File: config.mk
export PLATFORM = sky130hd
export DESIGN_NAME = nf10_axis_pkt_recorder
export DESIGN_NICKNAME = d
export VERILOG_FILES = /design/src/rtl/nf10_axis_rec_pkg.sv /design/src/rtl/nf10_axis_rec_fifo.sv /design/src/rtl/nf10_axis_pkt_recorder.sv
export SDC_FILE = /design/constraint.sdc
export NUM_CORES = 1
export LEC_CHECK = 0
export ABC_AREA = 1
export BUFFER_PORTS_ARGS = -buffer_cell sky130_fd_sc_hd__buf_4
export CORE_MARGIN = 4
export CORE_UTILIZATION = 56
export CTS_CLUSTER_SIZE = 28
export DETAILED_ROUTE_END_ITERATION = 6
export PLACE_DENSITY = 0.83
export SLEW_MARGIN = 20
export SYNTH_ARGS = -nofsm -noshare
export SYNTH_HDL_FRONTEND = slang
export SYNTH_SLANG_ARGS = --single-unit
File: constraint.sdc
create_clock -name aclk -period 5 [get_ports aclk]
set_input_delay 0.25 -clock aclk [delete_from_list [all_inputs] [get_ports aclk]]
set_output_delay 0.25 -clock aclk [all_outputs]
set_load 0.01 [all_outputs]
File: src/rtl/nf10_axis_rec_pkg.sv
// Shared constants and types for the AXI4-Stream packet recorder.
package nf10_axis_rec_pkg;

   // tready policies
   localparam int unsigned BP_ALWAYS = 0;
   localparam int unsigned BP_LFSR   = 1;
   localparam int unsigned BP_FULL   = 2;

   // Record field widths; packing order is {err, tag, len}
   localparam int unsigned REC_LEN_W = 16;
   localparam int unsigned REC_TAG_W = 16;
   localparam int unsigned REC_ERR_W = 1;
   localparam int unsigned REC_W     = REC_ERR_W + REC_TAG_W + REC_LEN_W;

   // Fibonacci taps for x^16+x^14+x^13+x^11+1 in a right-shifting register
   localparam logic [15:0] LFSR_TAPS = 16'h002D;

   typedef struct packed {
      logic                 err;
      logic [REC_TAG_W-1:0] tag;
      logic [REC_LEN_W-1:0] len;
   } rec_t;

   typedef enum logic {
      ST_IDLE   = 1'b0,
      ST_IN_PKT = 1'b1
   } rec_state_t;

   function automatic logic [15:0] lfsr_next(input logic [15:0] s);
      return {^(s & LFSR_TAPS), s[15:1]};
   endfunction

endpackage

File: src/rtl/nf10_axis_rec_fifo.sv
// Synchronous first-word-fall-through FIFO holding packet records.
module nf10_axis_rec_fifo #(
   parameter int unsigned WIDTH = 33,
   parameter int unsigned DEPTH = 16
) (
   input  logic             clk_i,
   input  logic             rst_i,
   input  logic             wr_en_i,
   input  logic [WIDTH-1:0] wr_data_i,
   input  logic             rd_en_i,
   output logic [WIDTH-1:0] rd_data_o,
   output logic             full_o,
   output logic             empty_o
);

   localparam int unsigned AW = $clog2(DEPTH);

   logic [WIDTH-1:0] mem_q [DEPTH];
   logic [AW-1:0]    wr_ptr_q;
   logic [AW-1:0]    rd_ptr_q;
   logic [AW:0]      count_q;
   logic             do_rd;
   logic             do_wr;

   assign empty_o   = (count_q == '0);
   assign full_o    = (count_q == (AW+1)'(DEPTH));
   assign do_rd     = rd_en_i & ~empty_o;
   // A pop on the same edge frees the slot, so a push into a full FIFO still lands
   assign do_wr     = wr_en_i & (~full_o | do_rd);
   assign rd_data_o = mem_q[rd_ptr_q];

   // Storage array, written on accepted pushes
   always_ff @(posedge clk_i) begin
      if (do_wr) begin
         mem_q[wr_ptr_q] <= wr_data_i;
      end
   end

   // Pointers and occupancy
   always_ff @(posedge clk_i or posedge rst_i) begin
      if (rst_i) begin
         wr_ptr_q <= '0;
         rd_ptr_q <= '0;
         count_q  <= '0;
      end else begin
         if (do_wr) wr_ptr_q <= wr_ptr_q + AW'(1);
         if (do_rd) rd_ptr_q <= rd_ptr_q + AW'(1);
         case ({do_wr, do_rd})
            2'b10:   count_q <= count_q + (AW+1)'(1);
            2'b01:   count_q <= count_q - (AW+1)'(1);
            default: count_q <= count_q;
         endcase
      end
   end

endmodule

File: src/rtl/nf10_axis_pkt_recorder.sv
// AXI4-Stream packet sink: counts beats/packets, checks strobes and records
// a {err, tag, len} summary per packet into a FWFT record FIFO.
module nf10_axis_pkt_recorder
   import nf10_axis_rec_pkg::*;
#(
   parameter int unsigned C_S_AXIS_DATA_WIDTH  = 256,
   parameter int unsigned C_S_AXIS_TUSER_WIDTH = 128,
   parameter int unsigned C_REC_DEPTH          = 16,
   parameter int unsigned C_BP_MODE            = 0,
   parameter logic [15:0] C_LFSR_SEED          = 16'hACE1
) (
   input  logic                              aclk,
   input  logic                              areset,
   input  logic [C_S_AXIS_DATA_WIDTH-1:0]    s_axis_tdata,
   input  logic [C_S_AXIS_DATA_WIDTH/8-1:0]  s_axis_tstrb,
   input  logic [C_S_AXIS_TUSER_WIDTH-1:0]   s_axis_tuser,
   input  logic                              s_axis_tvalid,
   output logic                              s_axis_tready,
   input  logic                              s_axis_tlast,
   output logic [7:0]                        counter,
   output logic                              activity_rec,
   output logic [31:0]                       pkt_count,
   output logic                              overflow,
   output logic                              rec_valid,
   input  logic                              rec_rd_en,
   output logic [15:0]                       rec_len,
   output logic [15:0]                       rec_tag,
   output logic                              rec_err
);

   localparam int unsigned STRB_W = C_S_AXIS_DATA_WIDTH / 8;

   function automatic logic [15:0] popcount(input logic [STRB_W-1:0] v);
      logic [15:0] c;
      c = '0;
      for (int unsigned i = 0; i < STRB_W; i++) begin
         c = c + {15'b0, v[i]};
      end
      return c;
   endfunction

   // True when v is of the form 0..01..1 (includes zero, excluded separately)
   function automatic logic contiguous(input logic [STRB_W-1:0] v);
      return ((v & (v + STRB_W'(1))) == '0);
   endfunction

   rec_state_t  state_q;
   logic [15:0] len_q, len_d;
   logic [15:0] tag_q, tag_d;
   logic        err_q, err_d;
   logic [15:0] strb_pc;
   logic [16:0] len_sum;
   logic        first_beat;
   logic        beat_err;
   logic        beat_acc;
   logic        push;
   rec_t        push_rec;
   rec_t        head;
   logic        fifo_full;
   logic        fifo_empty;
   logic [7:0]  counter_q;
   logic [31:0] pkt_count_q;
   logic        overflow_q;
   logic        activity_q;
   logic        rdy_en_q;
   logic [15:0] lfsr_q;
   logic        lfsr_rdy_q;
   logic        unused_ok;

   assign unused_ok = ^{s_axis_tdata, s_axis_tuser};

   assign s_axis_tready = (C_BP_MODE == BP_LFSR) ? lfsr_rdy_q :
                          (C_BP_MODE == BP_FULL) ? (rdy_en_q & ~fifo_full) :
                                                   rdy_en_q;
   assign beat_acc = s_axis_tvalid & s_axis_tready;
   assign push     = beat_acc & s_axis_tlast;

   // Per-beat length/tag/error next-state, folding in the current beat
   always_comb begin
      first_beat = (state_q == ST_IDLE);
      strb_pc    = popcount(s_axis_tstrb);
      len_sum    = {1'b0, len_q} + {1'b0, strb_pc};
      if (s_axis_tlast) begin
         beat_err = (s_axis_tstrb == '0) | ~contiguous(s_axis_tstrb);
      end else begin
         beat_err = (s_axis_tstrb != '1);
      end
      len_d = first_beat ? strb_pc : (len_sum[16] ? 16'hFFFF : len_sum[15:0]);
      tag_d = first_beat ? s_axis_tuser[15:0] : tag_q;
      err_d = (first_beat ? 1'b0 : err_q) | beat_err;
      push_rec = '{err: err_d, tag: tag_d, len: len_d};
   end

   // Packet FSM with registered accumulator, tag and error flag
   always_ff @(posedge aclk or posedge areset) begin
      if (areset) begin
         state_q <= ST_IDLE;
         len_q   <= '0;
         tag_q   <= '0;
         err_q   <= 1'b0;
      end else if (beat_acc) begin
         state_q <= s_axis_tlast ? ST_IDLE : ST_IN_PKT;
         len_q   <= len_d;
         tag_q   <= tag_d;
         err_q   <= err_d;
      end
   end

   // Packet counters, drop flag and beat activity pulse
   always_ff @(posedge aclk or posedge areset) begin
      if (areset) begin
         counter_q   <= '0;
         pkt_count_q <= '0;
         overflow_q  <= 1'b0;
         activity_q  <= 1'b0;
      end else begin
         activity_q <= beat_acc;
         if (push) begin
            counter_q <= counter_q + 8'd1;
            if (pkt_count_q != 32'hFFFF_FFFF) pkt_count_q <= pkt_count_q + 32'd1;
            if (fifo_full & ~rec_rd_en) overflow_q <= 1'b1;
         end
      end
   end

   // Backpressure sources: out-of-reset enable and free-running LFSR
   always_ff @(posedge aclk or posedge areset) begin
      if (areset) begin
         rdy_en_q   <= 1'b0;
         lfsr_q     <= C_LFSR_SEED;
         lfsr_rdy_q <= 1'b0;
      end else begin
         rdy_en_q   <= 1'b1;
         lfsr_q     <= lfsr_next(lfsr_q);
         lfsr_rdy_q <= lfsr_q[0];
      end
   end

   nf10_axis_rec_fifo #(
      .WIDTH (REC_W),
      .DEPTH (C_REC_DEPTH)
   ) u_fifo (
      .clk_i     (aclk),
      .rst_i     (areset),
      .wr_en_i   (push),
      .wr_data_i (push_rec),
      .rd_en_i   (rec_rd_en),
      .rd_data_o (head),
      .full_o    (fifo_full),
      .empty_o   (fifo_empty)
   );

   assign counter      = counter_q;
   assign pkt_count    = pkt_count_q;
   assign overflow     = overflow_q;
   assign activity_rec = activity_q;
   assign rec_valid    = ~fifo_empty;
   assign rec_len      = fifo_empty ? '0   : head.len;
   assign rec_tag      = fifo_empty ? '0   : head.tag;
   assign rec_err      = fifo_empty ? 1'b0 : head.err;

endmodule

==> metrics.yaml, run 1 <==
setup_path:
  r2r-start: "s_axis_tready$_DFF_PP0_"
  cp_max_fo: 8
  r2r_setup_slack_ns: 1.21
  startpoint_type: "input pin"
  crit_slowest_cell: "fa_1"
  crit_path_end_kind: "flip-flop"
  critPathMaxStageDelay_ns: 0.57
  cp_common_cell: "fa_1"
  reg2reg_to: "u_fifo.mem_q[7][12]$_DFFE_PP_"
  critical_path_buf_inv_count: 10
  worst_ep_required_time_ns: 5.47
  worstPathArrival_ns: 5.92
  reg2reg_depth: 9
  cpLargestDelayFamily: "adder cells"
  path_class: "in -> reg"
logic_synthesis:
  synthSimpleGateAreaFrac_pct: 12.8
  synth_mux_area_share_pct: 0
  synth-seq-cells: 618
  synthXorXnorAreaFrac_pct: 1.81
  synthArstFlopShare_pct: 14.6
  netlist.area_leader.share_pct: 58.5
  syn_area_per_cell_um2: 11.4
  ys_seq_area_share_pct: 66.8
  yosys_most_used_dff: "edfxtp_1"
  yosysTopAreaCell: "edfxtp_1"
  synth_top_family_by_area: "simple AND/OR/NAND/NOR gates"
  synth-edff-count: 528
  synth.distinct_cells: 44
  netlist_area_um2: 27100
  synth_compound_area_share_pct: 11.6
  ys_top_cells_by_area: "edfxtp_1, dfrtp_1, o21ai_0"
  synth.net_count: 2851
  yosys_warnings: 0
  postSynthCellCount: 2378
  synth_fa_ha_area_share_pct: 3.12
routing:
  ant_nets: 0
  wl_per_cell_um: 23.0
  drtPass1Iterations: 7
  drt_iter0_drc: 2782
  wirelength_mm: 74.7
  drcViolationCount: 2
  via_count: 20300
  vias_per_cell: 6.23
placed_design:
  dpl-instance-area_um2: 29500
  dpl.hpwl_mm: 42.1
  gp_congestion: 0.956
  io_buffers: 129
global_routing:
  grt_use_met1_pct: 37.2
  grt_most_used_layer: "met2"
  grt_util_all_layers_pct: 27.8
  use_met3_pct: 5.71
  grt_pass1_wl_mm: 113
  grt_overflow: 0
  grt_max_degree: 267
  met2_usage_pct: 45.1
  antenna_found_initial: 0
  first_global_vias: 20200
cells_and_area:
  area_delta_synth_final_pct: 18.7
  nNetsFinal: 3060
  diodes: 0
  regArea_um2: 18100
  multi_input_area_um2: 8320
  design_area_um2: 32200
  drive_gt1_share_pct: 18.4
  fillers: 3192
outcome:
  status: "finished, violations left"
  violations: "DRC, setup timing"
die:
  die_w_um: 228
  core_area_um2: 47700
  pin_count: 498
  dieArea_um2: 52000
  die_h_um: 228
  num_rows: 80
  initial_core_util_pct: 56.7
min_path:
  hp-start: "s_axis_tlast"
  worstHoldPathCells: 4
  hp-class: "in -> reg"
  whs_endpoint: "counter[1]$_DFFE_PP0P_"
timing:
  timing.setup.tns_ns: -97.11
  finalMaxSlewViolations: 0
  finClkSkew_ns: 0.0552
  period_needed_ns: 5.45
  setup_viol_count_final: 272
  period_share_pct: 109
  hold_violations: 0
  tightest_slew_ns: 1.15
  setup_slack_ns: -0.455
  max_freq_ghz: 0.183
  rsz0062_at_grt: "yes"
  slew_headroom_pct: 23.0
clocking:
  cts_buffers: 58
  cts_buffer_depth: 3
  cts.sinks: 618
  cts_tree: "built"
  clockRootBuffer: "clkbuf_16"
  cts_max_level: 2
  clk_latency_ns: 0.64
  clkTransAtPathRegs_ns: 0.06
pwr:
  pwr_density_cell_nw_per_um2: 722
  vdd_drop_max_mv: 0.717
  leakage_uw: 0.0119
run:
  maxCapViolations: 0
-- layout by cell type, fill, tap and decap left out, types with 4 or more instances in the layout --
master / count
a21oi_1: 42
a21oi_4: 6
buf_12: 6
buf_4: 242
buf_6: 20
bufinv_16: 11
clkbuf_1: 11
clkbuf_16: 60
clkbuf_8: 11
clkinv_1: 4
clkinv_2: 12
dfrtp_1: 87
edfxtp_1: 528
fa_1: 21
fa_2: 5
ha_1: 20
inv_1: 103
inv_2: 21
inv_4: 9
nand2_1: 272
nand2_2: 7
nand3_1: 78
nand3_2: 5
nand4_1: 14
nor2_1: 409
nor2_2: 4
nor2_4: 16
nor3_1: 18
nor3_2: 4
o21ai_0: 328
o21ai_1: 16
o221ai_1: 96
o22ai_1: 36
xnor2_1: 15
xor2_1: 38
-- report_power, final --
| group | internal (µW) | total [µW] | switching (µW) |
|---|---|---|---|
| sequential | 7150 | 7440 | 294 |
| combinational | 4460 | 11000 | 6490 |
| clock | 2900 | 4820 | 1920 |
| total | 14500 | 23200 | 8700 |
-- per-layer routing --
layer  wire, µm  vias up  share of wire (%)
li1           -     8864                  -
met1      27800     9820                 37
met2      35900     1362                 48
met3       8200      224                 11
met4       2760        0                3.7
met5          0        -                  0
-- stage by stage --
step | instances | hold WS (ns) | util (%) | power [µW] | setup slack, ns
final | 3252 | 0.0750 | 67.4 | 23200 | -0.455
after global routing | 3252 | 0.0895 | 67.4 | 24300 | -0.612
after CTS | 3240 | 0.0386 | 66.8 | 21900 | -0.386
after detailed placement | 3118 | 0.334 | 61.8 | 16700 | -1.22
after global placement | 3118 | 0.328 | 61.8 | 16200 | -1.10
after floorplan | 2378 | 0.450 | - | 12800 | -0.870
-- Yosys cell counts (all sizes together), types with 17 or more instances --
cell type,number
ha,26
inv,138
a21oi,51
nor2,429
o221ai,96
xor2,39
buf,28
nor3,24
o21ai,347
o22ai,36
fa,26
nand2,281
nand3,83
xnor2,17
edfxtp,528
clkbuf,99
dfrtp,90
-- cell type report --
cell class	count	share of cell area, %
Clock buffer	81	5.19
Clock inverter	29	1.44
Timing Repair inverter	1	0.0156
Timing Repair Buffer	273	7.00
Sequential cell	618	56.3
Inverter	139	1.77
Multi-Input combinational cell	1496	25.9
Tap cell	615	2.39
-- cell families (layout without fill, tap and decap cells) --
| logic type | Yosys count | in the layout |
|---|---|---|
| fa+ha+maj | 52 | 52 |
| xor+xnor | 56 | 56 |
| flops | 618 | 618 |
| compound gates | 538 | 539 |
| other cells | 1 | 1 |
| simple gates | 847 | 848 |
| buf+inv | 266 | 523 |
-- repair_timing --
item,4_1_cts,5_1_grt
endpoints found under the hold margin,43,0
pin swaps,11,10
buffers inserted,6,6
hold buffers,2,0
gates cloned,4,4
endpoints found under the setup margin,272,272
resized for setup,59,36
-- worst max path at each step --
stage	start	end	slack (ns)	cells after the start
final	s_axis_tstrb[23]	u_fifo.mem_q[13][4]$_DFFE_PP_	-0.45	27
after CTS	s_axis_tstrb[11]	u_fifo.mem_q[6][8]$_DFFE_PP_	-0.39	27
after detailed placement	s_axis_tstrb[17]	u_fifo.mem_q[1][8]$_DFFE_PP_	-1.22	27
after floorplan	s_axis_tstrb[17]	u_fifo.mem_q[0][4]$_DFFE_PP_	-0.87	24
after global placement	s_axis_tstrb[17]	u_fifo.mem_q[1][8]$_DFFE_PP_	-1.10	27
after global routing	s_axis_tstrb[7]	len_q[9]$_DFFE_PP0P_	-0.61	28
-- worst min-delay path: stages --
cell,delay (ns)
buf_4,0.10
nand2_1,0.16
nand2_1,0.10
nand2_1,0.05
-- state kept, by name (all words and copies together) (netlist names), 4 cells and up --
name / cells
u_fifo.mem_q: 528
pkt_count: 32
len_q: 16
tag_q: 16
counter: 8
u_fifo.count_q: 5
u_fifo.rd_ptr_q: 4
u_fifo.wr_ptr_q: 4
(Power assumes the default switching activity.)
==> run 2: changes to the inputs <==
SETUP_SLACK_MARGIN = 0.2   (was unset)
==> run 2 against run 1 <==
The flow finishes with violations (setup timing). Register-to-register slack barely moved. Critical path depth unchanged. Hold slack lost 0.00067 ns. Final cell count did not move. Clock power barely moved. Sequential share of layout area unchanged. Clock skew fell by 0.0020 ns. Total power hardly changed. Wire length about the same. Non-clock buffer count unchanged. Combinational power hardly changed. Critical path type unchanged.
==> metrics.yaml, run 2 (synthesized netlist as in run 1, its figures left out) <==
clocking:
  cts_buffers: 58  # unchanged
  clockRootBuffer: "clkbuf_16"
  cts.sinks: 618  # unchanged
  clk_latency_ns: 0.64  # about the same
  cts_max_level: 2  # unchanged
  clkTransAtPathRegs_ns: 0.06  # about the same
  cts_tree: "built"
  cts_buffer_depth: 3  # unchanged
setup_path:
  path_class: "in -> reg"
  worstPathArrival_ns: 5.92  # about the same
  crit_path_end_kind: "flip-flop"
  cp_max_fo: 8  # unchanged
  worst_ep_required_time_ns: 5.47  # about the same
  r2r_setup_slack_ns: 1.21  # about the same
  startpoint_type: "input pin"
cells_and_area:
  final_cell_mix: "edfxtp_1, nor2_1, o21ai_0, nand2_1, buf_4"
  final_common_cell: "edfxtp_1"
  area_delta_synth_final_pct: 18.7  # unchanged
  drive_gt1_share_pct: 18.4  # unchanged
  regMostFlops: "u_fifo.mem_q"
  final_util_pct: 67.4  # unchanged
  diodes: 0  # unchanged
  nNetsFinal: 3060  # unchanged
  largest_register_ffs: 528  # unchanged
global_routing:
  first_global_vias: 20200  # unchanged
  grt_overflow: 0  # unchanged
  grt_pass1_wl_mm: 113  # unchanged
  antenna_found_initial: 0  # unchanged
  grt_util_all_layers_pct: 27.8  # unchanged
  grt_max_degree: 267  # unchanged
timing:
  period_share_pct: 109  # about the same
  tightest_slew_ns: 1.13  # -0.0253 ns
  finalMaxSlewViolations: 0  # unchanged
  finClkSkew_ns: 0.0532  # -0.00200 ns
  setup_slack_ns: -0.455  # -0.000299 ns
  period_needed_ns: 5.45  # +0.000299 ns
  rsz0062_at_grt: "yes"
  slew_headroom_pct: 24.7  # +1.7 points
  max_freq_ghz: 0.183  # about the same
  hold_violations: 0  # unchanged
  setup_viol_count_final: 272  # unchanged
routing:
  wl_per_cell_um: 23.0  # about the same
  ant_nets: 0  # unchanged
  drcViolationCount: 0  # -2
  vias_per_cell: 6.22  # -0.15%
  drtPass1Iterations: 6  # -1
  drt_iter0_drc: 2778  # -0.14%
  wirelength_mm: 74.7  # about the same
  via_count: 20200  # -0.15%
die:
  core_area_um2: 47700  # unchanged
  die_w_um: 228  # unchanged
  pin_count: 498  # unchanged
  dieArea_um2: 52000  # unchanged
  initial_core_util_pct: 56.7  # unchanged
  die_h_um: 228  # unchanged
  num_rows: 80  # unchanged
placed_design:
  gp_congestion: 0.956  # unchanged
  dpl.hpwl_mm: 42.1  # unchanged
  io_buffers: 129  # unchanged
outcome:
  status: "finished, violations left"
  violations: "setup timing"
min_path:
  hp-class: "in -> reg"
pwr:
  pwr_density_cell_nw_per_um2: 722  # about the same
  leakage_uw: 0.0119  # unchanged
  vdd_drop_max_mv: 0.721  # +0.56%
  finalPower_uw: 23200  # about the same
run:
  maxCapViolations: 0  # unchanged
## run 2: cell counts in the layout (fill, tap and decap cells not counted)
No cell type changed its count.
## run 2: layout make-up
cell class	count	area, µm²
multi-input combinational	1496	8320
tap	615	769
timing repair inverter	1	5.00
clock buffer	81	1670
timing repair buffer	273	2250
sequential	618	18100
fill	3192	15600
clock inverter	29	462
inverter	139	571
## run 2: stage by stage
stage	setup WS, ns	setup TNS, ns	hold WS (ns)	instances	cell area [µm²]
6_report	-0.455	-96.81	0.0744	3252	32200
4_1_cts	-0.386	-83.90	0.0386	3240	31900
2_1_floorplan	-0.870	-186.87	0.450	2378	27200
3_5_place_dp	-1.22	-307.80	0.334	3118	29500
5_1_grt	-0.612	-145.23	0.0895	3252	32200
3_3_place_gp	-1.10	-276.76	0.328	3118	29500
## run 2: per-layer routing
metal	vias up	routed length (µm)	global-route usage (%)
li1	8865	-	-
met1	9799	27900	37.2
met2	1345	35900	45.1
met3	230	8030	5.71
met4	0	2860	11.0
met5	-	0	0
## run 2: path summary, 6_finish.rpt
check / cells past startpoint / endpoint / startpoint
setup / recovery: 27 / u_fifo.mem_q[3][4]$_DFFE_PP_ / s_axis_tstrb[23]
hold / removal: 4 / counter[1]$_DFFE_PP0P_ / s_axis_tlast
setup reg to reg: 9 / u_fifo.mem_q[7][12]$_DFFE_PP_ / s_axis_tready$_DFF_PP0_
hold reg to reg: 1 / counter[7]$_DFFE_PP0P_ / counter[7]$_DFFE_PP0P_
max in group asynchronous: 4 / tag_q[6]$_DFFE_PP0P_ / areset
min in group asynchronous: 3 / u_fifo.count_q[3]$_DFFE_PP0P_ / areset
## run 2: timing repair
action	4_1_cts	5_1_grt
hold buffers	2	0
pin swaps	11	10
gates cloned	4	4
gates resized for setup	59	36
hold endpoints to repair	43	0
buffers inserted	6	6
endpoints found under the setup margin	272	272
## run 2: critical path: stages
cell       delay (ns)
buf_6            0.08
inv_4            0.03
fa_1             0.57
fa_1             0.46
fa_1             0.52
fa_1             0.44
fa_1             0.52
fa_1             0.42
inv_1            0.07
ha_2             0.17
inv_2            0.04
fa_2             0.35
o21ai_2          0.16
xor2_2           0.19
inv_2            0.07
ha_4             0.30
nand2_2          0.06
inv_2            0.07
a21oi_4          0.06
nor2_2           0.13
inv_2            0.07
nor3_4           0.16
nand2_4          0.11
buf_6            0.17
a22oi_2          0.15
buf_6            0.15
clkbuf_16        0.14
## run 2: report_power, final
part	switching [µW]	total [µW]	internal, µW
registers	292	7440	7150
logic	6500	11000	4460
clock network	1920	4820	2900
